`config.mk`:
```
export PLATFORM = sky130hd
export DESIGN_NAME = mult_share_arbiter
export DESIGN_NICKNAME = d
export VERILOG_FILES = /design/src/rtl/mult_share_arbiter.sv
export SDC_FILE = /design/constraint.sdc
export NUM_CORES = 1
export LEC_CHECK = 0
export ABC_AREA = 0
export CAP_MARGIN = 20
export CORE_AREA = 2 2 195 197
export DETAILED_ROUTE_END_ITERATION = 8
export DIE_AREA = 0 0 197 199
export PLACE_DENSITY_LB_ADDON = 0.25
export SLEW_MARGIN = 15
export SYNTH_ARGS = -nofsm -noshare
export SYNTH_HDL_FRONTEND = slang
export SYNTH_SLANG_ARGS = --single-unit
```
`constraint.sdc`:
```
create_clock -name clk -period 14.7 [get_ports clk]
set_input_delay 3.675 -clock clk [delete_from_list [all_inputs] [get_ports clk]]
set_output_delay 3.675 -clock clk [all_outputs]
set_load 0.03 [all_outputs]
```
`src/rtl/mult_share_arbiter.sv`:
```
// ---------------------------------------------------------------------------
// mult_share_arbiter
//
// Shares one pipelined multiplier among NUM_REQ requesters. A round-robin
// arbiter issues at most one operand pair per cycle. A tag pipeline that
// runs beside the multiplier records which requester owns each in-flight
// product, so the finished product can be routed back as a one-hot strobe.
//
// Ports
//   clk, rst     clock; asynchronous active-high reset
//   en           arbitration enable (0 = no new grants, in-flight ops finish)
//   req_valid    per-requester operation valid
//   req_ready    per-requester grant, one-hot or zero
//   req_a/req_b  packed operands, requester i at [i*DATA_WIDTH +: DATA_WIDTH]
//   mul_a/mul_b  operands to the multiplier (zero when nothing is issued)
//   mul_result   product from the multiplier, MULT_LATENCY edges after capture
//   rsp_valid    one-hot single-cycle response strobe
//   rsp_data     product, broadcast to all requesters
//   busy         an operation is in flight or a response is being presented
//   op_count     accepted-operation counter, wraps at 2^32
// ---------------------------------------------------------------------------
module mult_share_arbiter #(
    parameter int DATA_WIDTH   = 32,
    parameter int NUM_REQ      = 4,
    parameter int MULT_LATENCY = 3
) (
    input  logic                          clk,
    input  logic                          rst,
    input  logic                          en,
    input  logic [NUM_REQ-1:0]            req_valid,
    output logic [NUM_REQ-1:0]            req_ready,
    input  logic [NUM_REQ*DATA_WIDTH-1:0] req_a,
    input  logic [NUM_REQ*DATA_WIDTH-1:0] req_b,
    output logic [DATA_WIDTH-1:0]         mul_a,
    output logic [DATA_WIDTH-1:0]         mul_b,
    input  logic [2*DATA_WIDTH-1:0]       mul_result,
    output logic [NUM_REQ-1:0]            rsp_valid,
    output logic [2*DATA_WIDTH-1:0]       rsp_data,
    output logic                          busy,
    output logic [31:0]                   op_count
);

    localparam int              ID_W      = $clog2(NUM_REQ);
    localparam logic [ID_W:0]   NUM_REQ_W = (ID_W+1)'(NUM_REQ);
    localparam logic [ID_W-1:0] LAST_ID   = ID_W'(NUM_REQ - 1);

    logic [DATA_WIDTH-1:0]   a_arr [NUM_REQ];
    logic [DATA_WIDTH-1:0]   b_arr [NUM_REQ];

    logic [ID_W-1:0]         rr_ptr_q, rr_ptr_d;
    logic [31:0]             op_count_q, op_count_d;
    logic [MULT_LATENCY-1:0] tag_vld_q, tag_vld_d;
    logic [ID_W-1:0]         tag_id_q [MULT_LATENCY];
    logic [NUM_REQ-1:0]      rsp_valid_q, rsp_valid_d;
    logic [2*DATA_WIDTH-1:0] rsp_data_q, rsp_data_d;

    logic [ID_W:0]           sum;
    logic [ID_W-1:0]         cand;
    logic [ID_W-1:0]         winner;
    logic                    found;
    logic                    grant;

    for (genvar g = 0; g < NUM_REQ; g++) begin : g_unpack
        assign a_arr[g] = req_a[g*DATA_WIDTH +: DATA_WIDTH];
        assign b_arr[g] = req_b[g*DATA_WIDTH +: DATA_WIDTH];
    end

    // Search rr_ptr, rr_ptr+1, ... for the first valid requester. The wrap is
    // an explicit compare so non-power-of-two NUM_REQ cycles correctly.
    always_comb begin
        sum    = '0;
        cand   = '0;
        winner = '0;
        found  = 1'b0;
        for (int k = 0; k < NUM_REQ; k++) begin
            sum = {1'b0, rr_ptr_q} + (ID_W+1)'(k);
            if (sum >= NUM_REQ_W) begin
                sum = sum - NUM_REQ_W;
            end
            cand = sum[ID_W-1:0];
            if (!found && req_valid[cand]) begin
                found  = 1'b1;
                winner = cand;
            end
        end
    end

    // Reset also masks the grant so nothing is offered while rst is high.
    assign grant = found & en & ~rst;

    always_comb begin
        req_ready = '0;
        mul_a     = '0;
        mul_b     = '0;
        if (grant) begin
            req_ready[winner] = 1'b1;
            mul_a             = a_arr[winner];
            mul_b             = b_arr[winner];
        end
    end

    // The accept edge is also the multiplier's capture edge, so the product
    // shows up after MULT_LATENCY edges; the tag takes as many registers to
    // sit in the last stage exactly while mul_result holds its product.
    always_comb begin
        rr_ptr_d    = rr_ptr_q;
        op_count_d  = op_count_q + {31'b0, grant};
        tag_vld_d   = {tag_vld_q[MULT_LATENCY-2:0], grant};
        rsp_valid_d = '0;
        rsp_data_d  = rsp_data_q;
        if (grant) begin
            rr_ptr_d = (winner == LAST_ID) ? '0 : winner + ID_W'(1);
        end
        if (tag_vld_q[MULT_LATENCY-1]) begin
            rsp_valid_d[tag_id_q[MULT_LATENCY-1]] = 1'b1;
            rsp_data_d                            = mul_result;
        end
    end

    always_ff @(posedge clk or posedge rst) begin
        if (rst) begin
            rr_ptr_q    <= '0;
            op_count_q  <= '0;
            tag_vld_q   <= '0;
            rsp_valid_q <= '0;
            rsp_data_q  <= '0;
        end else begin
            rr_ptr_q    <= rr_ptr_d;
            op_count_q  <= op_count_d;
            tag_vld_q   <= tag_vld_d;
            rsp_valid_q <= rsp_valid_d;
            rsp_data_q  <= rsp_data_d;
        end
    end

    // Ids are qualified by tag_vld_q, so they need no reset.
    always_ff @(posedge clk) begin
        tag_id_q[0] <= winner;
        for (int i = 1; i < MULT_LATENCY; i++) begin
            tag_id_q[i] <= tag_id_q[i-1];
        end
    end

    assign rsp_valid = rsp_valid_q;
    assign rsp_data  = rsp_data_q;
    assign op_count  = op_count_q;
    assign busy      = (|tag_vld_q) | (|rsp_valid_q);

endmodule

```
==> results.sh, run 1 <==
export IMPL_p_seq_frac=0.289
export IMPL_dp_cells=1464
export IMPL_yosysSeqAreaShare=0.437
export IMPL_grtUsageTotal=0.150
export IMPL_syn_area_per_cell_um2=11.9
export IMPL_finalCritPeriodShare=0.746
export IMPL_grt_pass1_vias=6347
export IMPL_max_cap_violations=0
export IMPL_wl_um=31300
export IMPL_h_tree_depth=3
export IMPL_finalMaxSlewViolations=0
export IMPL_post_route_util=0.322
export IMPL_pwr_share_comb=0.474
export IMPL_netlist_area_leader_share=0.418
export IMPL_cts_setup_buffers=0
export IMPL_clkPwrFrac=0.236
export IMPL_drt_iter0_markers=224
export IMPL_grt_pass1_wl_um=42300
export IMPL_synth_area_um2=6290
export IMPL_worst_pin_slew_ns=1.01
export IMPL_synth_simple_area_share=0.0609
export IMPL_fin_worst_skew_ns=0.00972
export IMPL_final_hold_violation_count=0
export IMPL_clkLatencyLatePin_ns=0.36
export IMPL_power_density_nw_per_um2=109
export IMPL_die_h_um=199
export IMPL_dp_hpwl_um=25700
export IMPL_die_area_um2=39200
export IMPL_yosys_warnings=0
export IMPL_cts_num_sinks=111
export IMPL_dr_total_vias=6091
export IMPL_firstDrtPassIters=4
export IMPL_grt_max_degree=69
export IMPL_synthMuxAreaShare=0.318
export IMPL_irDropWorstVdd_mv=0.0520
export IMPL_routedWlPerCell_um=21.1
export IMPL_viasPerCell=4.11
export IMPL_grt_antenna_before_repair=2
export IMPL_synth_seq_cells=111
export IMPL_leakage_nw=4.90
export IMPL_critical_path_required_ns=11.02
export IMPL_synth_xor_area_share=0.0418
export IMPL_fillers=3856
export IMPL_fp_row_count=71
export IMPL_final_nets=1335
export IMPL_yosysTopAreaCell="dfrtp_1"
export IMPL_crit_type="input pin to primary output"
export IMPL_cp_end_kind="primary output"
export IMPL_synth_distinct_cells=34
export IMPL_relSlewSlack=0.329
export IMPL_io_pins=496
export IMPL_drive_above_1_share=0.0944
export IMPL_ys_top_cells_by_area="dfrtp_1 (42%), mux2i_1 (20%), mux2_2 (11%)"
export IMPL_clockBufferDepth=2
export IMPL_hold_depth=0
export IMPL_swShare=0.360
export IMPL_cts_buffers_inserted=9
export IMPL_p_int_mw=0.838
export IMPL_path_max_fanout=60
export IMPL_instances_no_fill=1482
export IMPL_period_needed_ns=10.97
export IMPL_root_buffer="clkbuf_16"
export IMPL_status="complete, no violations"
export IMPL_cts_tree="yes"
export IMPL_postSynthCellCount=527
export IMPL_r2r_cells=6
export IMPL_route_detailed_drc=0
export IMPL_core_um2=37100
export IMPL_synth_fp_nets=861
export IMPL_cts_resized=0
export IMPL_setup_viol=0
export IMPL_gp_congestion=0.797
export IMPL_syn_to_final_growth_pct=90.2
export IMPL_die_w_um=197
export IMPL_ant_nets=0
export IMPL_start_kind="input pin"
export IMPL_layout_commonest_cell="clkdlybuf4s50_1"
export IMPL_synth_adder_area_share=0.0139
export IMPL_final_cell_mix="clkdlybuf4s50_1 (495), mux2i_1 (128), dfrtp_1 (104)"
export IMPL_switching_power_mw=0.471
export IMPL_clk_pin_slew_ns=0.07
export IMPL_io_buffers=495
export IMPL_cts_hold_buf=0
export IMPL_fmax_mhz=91.2
export IMPL_hp_class="register to register"
export IMPL_synth_compound_area_frac=0.0740
export IMPL_overflow=0
export IMPL_synth_top_family_by_area="multiplexers"
export IMPL_grt_setup_unrepaired="false"
export IMPL_initial_utilization=0.169
export IMPL_fin_setup_tns_ns=0
export IMPL_cp_arrival_ns=7.29
==> synthesized netlist by cell type <==
| master | count |
|---|---|
| or3_4 | 1 |
| nand3_1 | 9 |
| nand4_1 | 7 |
| o22ai_1 | 65 |
| nand2_2 | 1 |
| and4_1 | 5 |
| nor3b_1 | 2 |
| buf_6 | 1 |
| a31oi_4 | 1 |
| buf_12 | 7 |
| and3_1 | 5 |
| nor2_1 | 12 |
| mux2i_1 | 128 |
| inv_2 | 1 |
| o22a_1 | 1 |
| dfxtp_1 | 6 |
| buf_2 | 18 |
| ha_1 | 7 |
| buf_8 | 3 |
| inv_1 | 5 |
| and2_1 | 6 |
| clkbuf_1 | 7 |
| a21oi_1 | 4 |
| a211o_1 | 1 |
| nand2b_1 | 2 |
| nand4_2 | 1 |
| dfrtp_1 | 105 |
| nor3_1 | 1 |
| xor2_1 | 7 |
| nor4_1 | 1 |
| buf_1 | 2 |
| xnor2_1 | 23 |
| mux2_2 | 64 |
| nand2_1 | 18 |
==> registers in the layout, indices dropped and copies added (netlist names) <==
name,flops
tag_vld_q,3
op_count,32
tag_id_q,6
rr_ptr_q,2
rsp_data,64
rsp_valid,4
==> worst paths after layout <==
check                                        startpoint                       to  slack, ns
min in group asynchronous                           rst  rsp_data[1]$_DFFE_PP0P_       3.80
worst max register to register  rr_ptr_q[0]$_DFFE_PP0P_  rr_ptr_q[1]$_DFFE_PP0P_      12.32
max in group asynchronous                           rst   tag_vld_q[2]$_DFF_PP0_       9.66
worst max-delay path                       req_valid[2]                mul_b[31]       3.73
worst min-delay path             tag_id_q[0][2]$_DFF_P_   tag_id_q[0][4]$_DFF_P_       0.33
worst min register to register   tag_id_q[0][2]$_DFF_P_   tag_id_q[0][4]$_DFF_P_       0.33
==> routing by layer <==
layer | share of wire | GRT usage | up-vias
met4 | 0.021 | 0.0521 | 0
li1 | - | - | 2900
met5 | 0 | 0 | -
met2 | 0.48 | 0.247 | 320
met3 | 0.086 | 0.0502 | 27
met1 | 0.42 | 0.183 | 2844
==> logic make-up (layout without fill, tap and decap cells) <==
| family | Yosys count | after routing |
|---|---|---|
| compound gates | 72 | 72 |
| other cells | 0 | 2 |
| xor+xnor | 30 | 30 |
| fa+ha+maj | 7 | 7 |
| simple gates | 71 | 71 |
| mux | 192 | 192 |
| flops | 111 | 111 |
| buf+inv | 44 | 523 |
==> critical path, cell delays in order <==
cell	delay, ns
clkdlybuf4s50_1	0.51
inv_1	0.09
o22ai_1	0.20
a211o_4	0.80
buf_4	0.62
mux2i_1	0.20
o22ai_1	0.37
clkdlybuf4s50_1	0.75
==> stage by stage <==
stage	setup slack, ns	hold slack [ns]	power (mW)	cell area (um2)
finish	3.73	0.330	1.31	12000
global route	3.57	0.340	1.38	12000
CTS	3.75	0.333	1.33	12000
detailed placement	3.77	0.313	1.01	11600
global placement	3.69	0.316	1.01	11600
floorplan	3.43	0.310	0.763	6290
==> cell type report <==
class,instances,area [um2],area share
Clock buffer,9,225,0.0188
Sequential cell,111,2750,0.230
Clock inverter,7,154,0.0129
Antenna cell,2,5.00,0.000418
Multi-Input combinational cell,372,3210,0.268
Timing Repair Buffer,501,5000,0.418
Tap cell,474,593,0.0496
Inverter,6,25.0,0.00209
==> power by group through the flow <==
stage	sequential, mW	clock, mW	combinational (mW)
6_report	0.378	0.309	0.621
5_1_grt	0.386	0.331	0.658
4_1_cts	0.379	0.323	0.628
3_5_place_dp	0.386	0	0.625
3_3_place_gp	0.383	0	0.626
2_1_floorplan	0.455	0	0.308
Note: power is estimated with default switching activity, not from simulation.
==> run 2: changes to the inputs <==
--- a/config.mk
+++ b/config.mk
@@ -7,9 +7,9 @@
 export LEC_CHECK = 0
 export ABC_AREA = 0
 export CAP_MARGIN = 20
-export CORE_AREA = 2 2 195 197
+export CORE_AREA = 2 2 192 194
 export DETAILED_ROUTE_END_ITERATION = 8
-export DIE_AREA = 0 0 197 199
+export DIE_AREA = 0 0 194 196
 export PLACE_DENSITY_LB_ADDON = 0.25
 export SLEW_MARGIN = 15
 export SYNTH_ARGS = -nofsm -noshare
==> constraint.sdc (replaced) <==
create_clock -name clk -period 10.3 [get_ports clk]
set_input_delay 2.575 -clock clk [delete_from_list [all_inputs] [get_ports clk]]
set_output_delay 2.575 -clock clk [all_outputs]
set_load 0.03 [all_outputs]
==> run 2 against run 1 <==
- sequential share of layout area grew 0.070 points
- clock power grew 24%
- largest cell class unchanged
- clock-buffer cell count grew 2
- power grew 39%
- clock skew grew 0.00090 ns
- largest power group unchanged
- setup slack lost 1.7 ns
- non-clock buffer count grew 2
- worst hold slack gained 0.011 ns
- global-route usage grew 1.0 points
==> results.sh, run 2 (synthesis results as in run 1) <==
export IMPL_ant_nets=0
export IMPL_cts_setup_buffers=0
export IMPL_io_buffers=495
export IMPL_period_needed_ns=8.25
export IMPL_use_met1=0.196
export IMPL_dp_cells=1460
export IMPL_hp_class="register to register"
export IMPL_grt_pass1_vias=6334
export IMPL_finalCritPeriodShare=0.801
export IMPL_leakage_nw=4.89
export IMPL_cts_resized=0
export IMPL_clk_pin_slew_ns=0.07
export IMPL_path_max_fanout=47
export IMPL_clockBufferDepth=2
export IMPL_grt_use_met3=0.0473
export IMPL_cts_tree="yes"
export IMPL_grt_max_degree=69
export IMPL_dp_hpwl_um=26900
export IMPL_fin_setup_tns_ns=0
export IMPL_power_density_nw_per_um2=152
export IMPL_worst_pin_slew_ns=0.970
export IMPL_grt_antenna_before_repair=5
export IMPL_root_buffer="clkbuf_16"
export IMPL_setup_viol=0
export IMPL_worstSetupEndpoint="mul_b[10]"
export IMPL_io_pins=496
export IMPL_crit_type="input pin to primary output"
export IMPL_syn_to_final_growth_pct=89.6
export IMPL_fin_worst_skew_ns=0.0106
export IMPL_wl_um=31900
export IMPL_cts_num_sinks=111
export IMPL_finalMaxSlewViolations=0
export IMPL_viasPerCell=4.18
export IMPL_cts_hold_buf=0
export IMPL_cts_buffers_inserted=9
export IMPL_cp_end_kind="primary output"
export IMPL_drt_iter0_markers=226
export IMPL_dr_total_vias=6177
export IMPL_gr_max_usage_layer="met2"
export IMPL_cp_arrival_ns=5.68
export IMPL_crit_path_start="req_valid[3]"
export IMPL_overflow=0
export IMPL_final_nets=1337
export IMPL_die_h_um=196
export IMPL_die_area_um2=38000
export IMPL_drive_above_1_share=0.0943
export IMPL_status="complete, no violations"
export IMPL_routedWlPerCell_um=21.6
export IMPL_die_w_um=194
export IMPL_clkLatencyLatePin_ns=0.36
export IMPL_relSlewSlack=0.351
export IMPL_start_kind="input pin"
export IMPL_layout_commonest_cell="clkdlybuf4s50_1"
export IMPL_grtUsageMet2=0.274
export IMPL_final_hold_violation_count=0
export IMPL_irDropWorstVdd_mv=0.109
export IMPL_firstDrtPassIters=4
export IMPL_post_route_util=0.331
export IMPL_fmax_mhz=121
export IMPL_max_cap_violations=0
export IMPL_critical_path_required_ns=7.73
export IMPL_route_detailed_drc=0
export IMPL_final_cell_mix="clkdlybuf4s50_1 (495), mux2i_1 (128), dfrtp_1 (104)"
export IMPL_grt_setup_unrepaired="false"
export IMPL_r2r_cells=7
export IMPL_h_tree_depth=3
export IMPL_largest_register_ffs=64
export IMPL_initial_utilization=0.174
export IMPL_final_setup_worst_slack_ns=2.05
export IMPL_r2r_slack_ns=8.15
export IMPL_r2r_end="op_count[26]$_DFF_PP0_"
export IMPL_fp_row_count=70
export IMPL_timing_rr_start="op_count[0]$_DFF_PP0_"
export IMPL_core_um2=36100
export IMPL_grtUsageTotal=0.160
export IMPL_instances_no_fill=1478
export IMPL_grt_pass1_wl_um=44100
export IMPL_gp_congestion=0.863
export IMPL_pre_cts_slack_ns=2.02
-- run 2: cell count changes in the layout (fill, tap and decap cells not counted), sizes merged --
cell / delta
clkinv: -1
buf: +2
diode: +1
bufinv: -2
clkbuf: +2
-- run 2: through the flow --
stage	cell area (um2)	hold WS, ns	total power [mW]
floorplan	6290	0.310	1.09
global placement	11600	0.324	1.45
detailed placement	11600	0.325	1.45
CTS	11900	0.343	1.84
global route	11900	0.352	1.90
finish	11900	0.341	1.82
-- run 2: where the power goes --
group / switching, mW / internal, mW / leakage, nW
Sequential: 0.0417 / 0.499 / 1.36
Combinational: 0.461 / 0.432 / 3.38
Clock: 0.162 / 0.221 / 0.157
Total: 0.665 / 1.15 / 4.89
-- run 2: per-layer routing --
layer	wire, um	share of wire
met5	16	0.00050
met1	13200	0.41
met3	2520	0.079
met2	15700	0.49
met4	487	0.015
-- run 2: how the worst min path moves through the flow --
stage / startpoint / to / slack, ns / cells past startpoint
after floorplan: tag_id_q[0][0]$_DFF_P_ / tag_id_q[0][2]$_DFF_P_ / 0.31 / 0
after global placement: tag_id_q[0][0]$_DFF_P_ / tag_id_q[0][2]$_DFF_P_ / 0.32 / 0
after detailed placement: tag_id_q[0][0]$_DFF_P_ / tag_id_q[0][2]$_DFF_P_ / 0.32 / 0
after CTS: tag_id_q[0][0]$_DFF_P_ / tag_id_q[0][2]$_DFF_P_ / 0.34 / 0
after global routing: tag_id_q[0][0]$_DFF_P_ / tag_id_q[0][2]$_DFF_P_ / 0.35 / 0
final: tag_id_q[0][0]$_DFF_P_ / tag_id_q[0][2]$_DFF_P_ / 0.34 / 0
-- run 2: layout make-up --
cell class,count,area [um2]
timing repair buffer,503,5030
sequential,111,2750
antenna,3,7.51
multi-input combinational,372,3210
tap,468,586
clock inverter,4,77.6
clock buffer,11,243
inverter,6,25.0
fill,3732,24200
-- run 2: critical path: stages --
cell	delay [ns]
clkdlybuf4s50_1	0.53
nor2_1	0.11
a31oi_4	0.37
nand2_2	0.63
buf_4	0.47
o22ai_1	0.23
clkdlybuf4s50_1	0.72
